### src/rtl/program_loader.sv
// program_loader: streams a host program into instruction memory, then boots
// and supervises one CPU run.
//
// Session flow: IDLE/DONE --start--> LOAD --last word--> BOOT (1 cycle)
//               --> RUN --EOE--> DONE
//
// Ports:
//   clk, reset      rising-edge clock, synchronous active-high reset
//   start           one-cycle pulse starting a session (ignored while busy)
//   load_valid/load_data/load_last/load_ready
//                   host word stream; a word is taken when valid & ready
//   mem_we/mem_addr/mem_wdata
//                   instruction memory write port, one cycle after a handshake
//   cpu_reset       held high everywhere except RUN
//   EOE             end of execution from the CPU (only sampled in RUN)
//   busy/done       session status (busy in LOAD/BOOT/RUN, done in DONE)
//   cycle_count     saturating count of RUN cycles
//   error           truncated load (memory filled without load_last) or
//                   watchdog expiry
//
// Build option: define LOADER_TIMEOUT_EN to end RUN with error once
// cycle_count reaches TIMEOUT_CYCLES without EOE.
module program_loader #(
  parameter int DATA_WIDTH     = 16,
  parameter int ADDR_WIDTH     = 8,
  parameter int CYCLE_WIDTH    = 32,
  parameter int TIMEOUT_CYCLES = 65535
) (
  input  logic                   clk,
  input  logic                   reset,
  input  logic                   start,
  input  logic                   load_valid,
  input  logic [DATA_WIDTH-1:0]  load_data,
  input  logic                   load_last,
  output logic                   load_ready,
  output logic                   mem_we,
  output logic [ADDR_WIDTH-1:0]  mem_addr,
  output logic [DATA_WIDTH-1:0]  mem_wdata,
  output logic                   cpu_reset,
  input  logic                   EOE,
  output logic                   busy,
  output logic                   done,
  output logic [CYCLE_WIDTH-1:0] cycle_count,
  output logic                   error
);

  typedef enum logic [2:0] {
    S_IDLE,
    S_LOAD,
    S_BOOT,
    S_RUN,
    S_DONE
  } state_t;

  state_t                 state;
  logic [ADDR_WIDTH-1:0]  ptr;
  logic                   handshake;
  logic                   ptr_at_end;
  logic [CYCLE_WIDTH-1:0] count_inc;

  assign handshake  = load_valid & load_ready;
  assign ptr_at_end = (ptr == '1);
  // Saturating increment: the counter sticks at all-ones.
  assign count_inc  = (cycle_count == '1) ? cycle_count
                                          : cycle_count + CYCLE_WIDTH'(1);

`ifdef LOADER_TIMEOUT_EN
  localparam logic [CYCLE_WIDTH-1:0] TIMEOUT_LIMIT = CYCLE_WIDTH'(TIMEOUT_CYCLES);
`else
  logic unused_timeout;
  assign unused_timeout = ^TIMEOUT_CYCLES;
`endif

  // Status outputs are registered alongside each state transition so they
  // change exactly when the state does.
  always_ff @(posedge clk) begin
    if (reset) begin
      state       <= S_IDLE;
      ptr         <= '0;
      load_ready  <= 1'b0;
      mem_we      <= 1'b0;
      mem_addr    <= '0;
      mem_wdata   <= '0;
      cpu_reset   <= 1'b1;
      busy        <= 1'b0;
      done        <= 1'b0;
      cycle_count <= '0;
      error       <= 1'b0;
    end else begin
      mem_we <= 1'b0;
      case (state)
        S_IDLE, S_DONE: begin
          if (start) begin
            state       <= S_LOAD;
            ptr         <= '0;
            cycle_count <= '0;
            error       <= 1'b0;
            load_ready  <= 1'b1;
            busy        <= 1'b1;
            done        <= 1'b0;
          end
        end

        S_LOAD: begin
          if (handshake) begin
            mem_we    <= 1'b1;
            mem_addr  <= ptr;
            mem_wdata <= load_data;
            // Filling the last address without load_last ends the load as
            // truncated; the pointer is held rather than wrapped.
            if (load_last || ptr_at_end) begin
              state      <= S_BOOT;
              load_ready <= 1'b0;
              if (!load_last) begin
                error <= 1'b1;
              end
            end
            if (!ptr_at_end) begin
              ptr <= ptr + ADDR_WIDTH'(1);
            end
          end
        end

        S_BOOT: begin
          state     <= S_RUN;
          cpu_reset <= 1'b0;
        end

        S_RUN: begin
          cycle_count <= count_inc;
          if (EOE) begin
            state     <= S_DONE;
            cpu_reset <= 1'b1;
            busy      <= 1'b0;
            done      <= 1'b1;
          end
`ifdef LOADER_TIMEOUT_EN
          else if (count_inc >= TIMEOUT_LIMIT) begin
            state     <= S_DONE;
            cpu_reset <= 1'b1;
            busy      <= 1'b0;
            done      <= 1'b1;
            error     <= 1'b1;
          end
`endif
        end

        default: begin
          state      <= S_IDLE;
          load_ready <= 1'b0;
          cpu_reset  <= 1'b1;
          busy       <= 1'b0;
          done       <= 1'b0;
        end
      endcase
    end
  end

endmodule

### config.mk
export PLATFORM = sky130hd
export DESIGN_NAME = program_loader
export DESIGN_NICKNAME = d
export VERILOG_FILES = /design/src/rtl/program_loader.sv
export SDC_FILE = /design/constraint.sdc
export NUM_CORES = 1
export LEC_CHECK = 0
export CAP_MARGIN = 10
export CORE_MARGIN = 2
export CORE_UTILIZATION = 45
export CTS_CLUSTER_DIAMETER = 60
export DETAILED_ROUTE_END_ITERATION = 16
export PLACE_DENSITY = 0.77
export SLEW_MARGIN = 20
export SYNTH_ARGS = -nofsm -noshare
export SYNTH_HDL_FRONTEND = slang
export SYNTH_SLANG_ARGS = --single-unit
### constraint.sdc
create_clock -name clk -period 2 [get_ports clk]
set_input_delay 0.4 -clock clk [delete_from_list [all_inputs] [get_ports clk]]
set_output_delay 0.4 -clock clk [all_outputs]
set_load 0.05 [all_outputs]
=== After elaboration in Yosys (flattened, before gate mapping) ===
Index checks and enable logic that the tools add are counted.

* Bitwise gates (word level): 5
* Eq/ne operators: 13
* Muxes and demuxes: 27
* Add/sub/neg operators: 2
* Reduce and logical (&&, ||, !) cells: 17

{| class="wikitable"
|+ Operator list
! cell !! count
|-
| 32-bit two-way mux || 2
|-
| 32-bit one-hot mux with 2 select lines || 1
|-
| 32-bit by 1-bit adder with 32-bit output (second input constant) || 1
|-
| 32-bit equality test (second input constant) || 1
|-
| 8-bit two-way mux || 3
|-
| 8-bit one-hot mux with 2 select lines || 1
|-
| 2-bit inequality test (second input constant) || 7
|-
| 3-bit two-way mux || 4
|-
| 1-bit one-hot mux with 3 select lines || 4
|-
| 3-bit one-hot mux with 4 select lines || 1
|-
| 4-bit AND reduction || 3
|-
| 1-bit two-way mux || 10
|-
| 8-bit by 1-bit adder with 8-bit output (second input constant) || 1
|-
| 8-bit equality test (second input constant) || 1
|-
| 2-bit OR reduction || 4
|-
| 3-bit by 2-bit equality test with 1-bit output (second input constant) || 2
|-
| 3-bit AND reduction || 2
|-
| 5-bit AND reduction || 1
|-
| 1-bit NOT || 4
|-
| 2-bit AND reduction || 2
|-
| 2-bit nonzero test || 2
|-
| 3-bit by 1-bit equality test with 1-bit output (second input constant) || 1
|-
| 3-bit equality test (second input constant) || 1
|-
| 3-bit zero test || 1
|-
| other kinds (4) || 4
|}

* Output and inout port bits: 62
* Logic and storage cells: 75
* Input port bits: 22
* Register bits after elaboration: 73

=== Longest topological paths before layout ===
Gate-level depths: netlist of run 1.

* Depth in word-level cells: 5
* Mapped depth: 8
* Mapped depth without buffers: 6

=== Worst setup path after synthesis of run 1 ===
Ideal clock, no wire load.

* Path kind: register to register
* Start point: register cycle_count[0]
* End point: register cycle_count[7]
* Cell stages (with the launch flop): 7
* Path buffers: 0
* Period minus slack after synthesis: 2410 ps
* Path slack: -410 ps
* Required time: 1881 ps
* Library setup time: 119 ps
* Arrival: 2291 ps
* Cell sequence: dfxtp_1 ha_1 nand4_1 or3_4 nor4_4 nor3_1 o221a_2

* Longest elaborated chain between the ends: 3

{| class="wikitable"
|+ RTL lines
! what !! line !! RTL
|-
| from (decl) || 43 || <nowiki>output logic [CYCLE_WIDTH-1:0] cycle_count,</nowiki>
|-
| from (signal assigned) || 130 || <nowiki>cycle_count <= count_inc;</nowiki>
|-
| 32-bit by 1-bit adder with 32-bit output or 32-bit equality test (tied branches) || 65, 64 ||
|-
| 32-bit two-way mux or 2-bit inequality test (tied branches) || n/a ||
|-
| 32-bit one-hot mux with 2 select lines or 3-bit AND reduction (tied branches) || n/a ||
|}

Several ways; a longest one is shown, not always the timed one. The select of a mux whose other input is x is not followed.
A chain may end at the register's enable or synchronous reset.

=== Worst setup path in the final report of run 1 ===
* Start point: register cycle_count[17]
* End point: output cycle_count[17]

No word-level cell between the ends.

==> results.ini, run 1 <==
[critical_path]
critPathTopFamily = buffers and inverters
crit_path_max_incr_delay_ns = 0.82
end_kind = output pin
crit_chain = clkdlybuf4s50_1
cp_slowest_cell = clkdlybuf4s50_1
crit_path_start_kind = flip-flop
required_ns = 1.60
cp_data_arrival_time_ns = 1.56
path_max_fanout = 6
crit_buf_inv = 1
critPathKind = reg -> out

[timing]
final_max_slew_viol_count = 0
min_period_over_period_pct = 98.2
slew_headroom_pct = 64.8
rsz0062_at_grt = no
setup_ws_ns = 0.0358
clock.fmax_ghz = 0.509
whs_ns = 0.457
final.min_clock_period_ns = 1.96
hold_viol = 0
worst_pin_slew_ns = 0.526
fin_skew_ns = 0.00933
setup_viol = 0

[drt]
drtIter0Drc = 382
vias = 4070
drt_first_pass_iters = 5
post_drt_wl_per_cell_microns = 15.8
antenna_left = 0
drt-total-wl_microns = 11000
routed_via_density = 5.87
drc = 0

[synthesis]
synthCells = 461
async_reset_ff_share_pct = 0
synth_top_cell_area_share_pct = 40.4
synth_cell_types = 55
synth-seq-cells = 73
synthSimpleGateAreaFrac_pct = 30.0
ys_seq_area_share_pct = 40.4
ys.flop_type = dfxtp_1
synth_top_family_by_area = simple AND/OR/NAND/NOR gates
synth-xor-area-share_pct = 0.968
synthAdderAreaFrac_pct = 0.691
yosysMostFrequentCell = nand2_1
synth_compound_area_share_pct = 22.6
synth-edff-count = 0
ys_top_cells_by_area = dfxtp_1, nand2_1, a21oi_1
syn_area_per_cell_sq_um = 7.85
ys_warn_count = 0
synth_common_cells = nand2_1, dfxtp_1, a21oi_1
syn-cell-area_sq_um = 3620
muxShareOfSynthArea_pct = 0.622
syn_nets = 485
yosysTopAreaCell = dfxtp_1

[power]
p_seq_share_pct = 45.6
power.clock.fraction_pct = 39.9
power.net_switching_mw = 0.908
finalPower_mw = 3.26
p_sw_share_pct = 27.8
cellLeakagePower_nw = 1.97
p_int_mw = 2.35
vdd_drop_max_mv = 0.529
pwr-share-comb_pct = 14.5
power_density_nw_per_um2 = 627

[floorplan]
core_sq_um = 7770
rows = 32
io-pin-count = 84
die_x_microns = 93.7
start_util_pct = 46.6
fp.dieH_microns = 93.7
fp.dieArea_sq_um = 8780

[layout]
area_growth_pct = 43.8
nNetsFinal = 610
utilization_pct = 67.0
seq_area_sq_um = 1520
diodes = 0
final_cells = 693
drive_gt1_share_pct = 22.2
multi_input_area_sq_um = 2020
fill_cells = 660

[place]
place_congestion = 0.921
hpwl_microns = 7780
post-place-ws_ns = -0.243
dp.cells = 673
io_buffers = 83

[cts]
htreeDepth = 3
path_clk_slew_ns = 0.08
cts_tree = yes
clockRootBuffer = clkbuf_8
numCtsBuffers = 9
postCtsHoldBufs = 0
clk_path_buf_depth = 2
cts_sinks = 73
worstSkewPairLatency_ns = 0.36

[grt]
grt_pass1_wl_microns = 17600
gr-usage-all-layers_pct = 24.9
grt_max_degree = 56
grt_pass1_vias = 3830
antenna_found_initial = 0
grt_overflow = 0

[hold_path]
hold_path_class = reg -> reg

[status]
outcome = finished, final reports clean

[flow_run]
cap_viol_max_count = 0

-- cells in the final DEF, fill, tap and decap left out, types with 7 or more instances in the layout --
| cell | n |
|---|---|
| dfxtp_4 | 11 |
| and4_1 | 7 |
| nor2_1 | 24 |
| nand3_1 | 24 |
| clkbuf_8 | 9 |
| dfxtp_2 | 17 |
| nor3_1 | 7 |
| dfxtp_1 | 45 |
| dlygate4sd2_1 | 9 |
| and2_1 | 7 |
| a21oi_1 | 56 |
| o31ai_1 | 10 |
| nand2_1 | 85 |
| clkdlybuf4s50_1 | 61 |
| or4_1 | 7 |
| o21ai_0 | 22 |
| inv_1 | 10 |
| and3_1 | 8 |
| dlymetal6s2s_1 | 8 |
| nand4_1 | 7 |
| a31oi_1 | 16 |
| buf_4 | 61 |
-- power by group through the flow --
stage	sequential, mW	combinational, mW	clock, mW
after CTS	1.49	0.465	1.32
after floorplan	1.58	0.205	0
final	1.49	0.473	1.30
after detailed placement	1.52	0.464	0
after global routing	1.49	0.508	1.37
after global placement	1.52	0.451	0
-- flip-flops by register name, summed over array words and instances (netlist names) --
signal	flops
cpu_reset	1
cycle_count	32
ptr	8
done	1
mem_addr	8
state	3
mem_we	1
mem_wdata	16
busy	1
load_ready	1
error	1
-- repair_timing --
action | CTS | global route
endpoints found under the hold margin | 0 | 0
gates resized for setup | 9 | 18
setup buffers | 0 | 4
gates cloned | 0 | 0
pin swaps | 0 | 6
setup endpoints to repair | 9 | 27
-- logic make-up after synthesis --
group           count (synthesis)
simple gates                  209
compound gates                133
flops                          73
buf+inv                        38
xor+xnor                        4
mux                             2
fa+ha+maj                       2
-- layout make-up --
cell class	instances	area share (%)
flip-flops and latches	73	29.3
clock inverters	7	1.78
clock buffers	9	2.38
well taps	102	2.45
multi-input cells	350	38.7
inverters	10	0.721
repair buffers	142	24.7
-- per-layer routing --
metal / global-route usage [%] / vias to the layer above / wire length [microns]
li1: - / 1939 / -
met1: 30.9 / 1919 / 4760
met5: 0 / - / 0
met3: 5.86 / 32 / 780
met4: 8.70 / 0 / 257
met2: 42.1 / 180 / 5190
-- final timing paths --
path,to,start,cells after the start,slack (ns)
worst min-delay path,mem_wdata[14],mem_wdata[14],2,0.46
worst max-delay path,cycle_count[17],cycle_count[17],1,0.04
worst min register to register,mem_wdata[14],mem_wdata[14],2,0.46
worst max register to register,cycle_count[7],cycle_count[0],7,0.09
-- stage by stage --
step / cell area, sq um / TNS, ns
after floorplan: 3680 / -0.0193
after global placement: 4920 / -1.86
after detailed placement: 4920 / -3.34
after CTS: 5120 / 0
after global routing: 5200 / 0
final: 5200 / 0
Note: power is estimated with default switching activity, not from simulation.
==> run 2, diff against run 1 <==
Settings changed: ABC_CLOCK_PERIOD_IN_PS set to 2000.
==> results of run 2 <==
Final layout, timing and power as in run 1 (identical DEF).
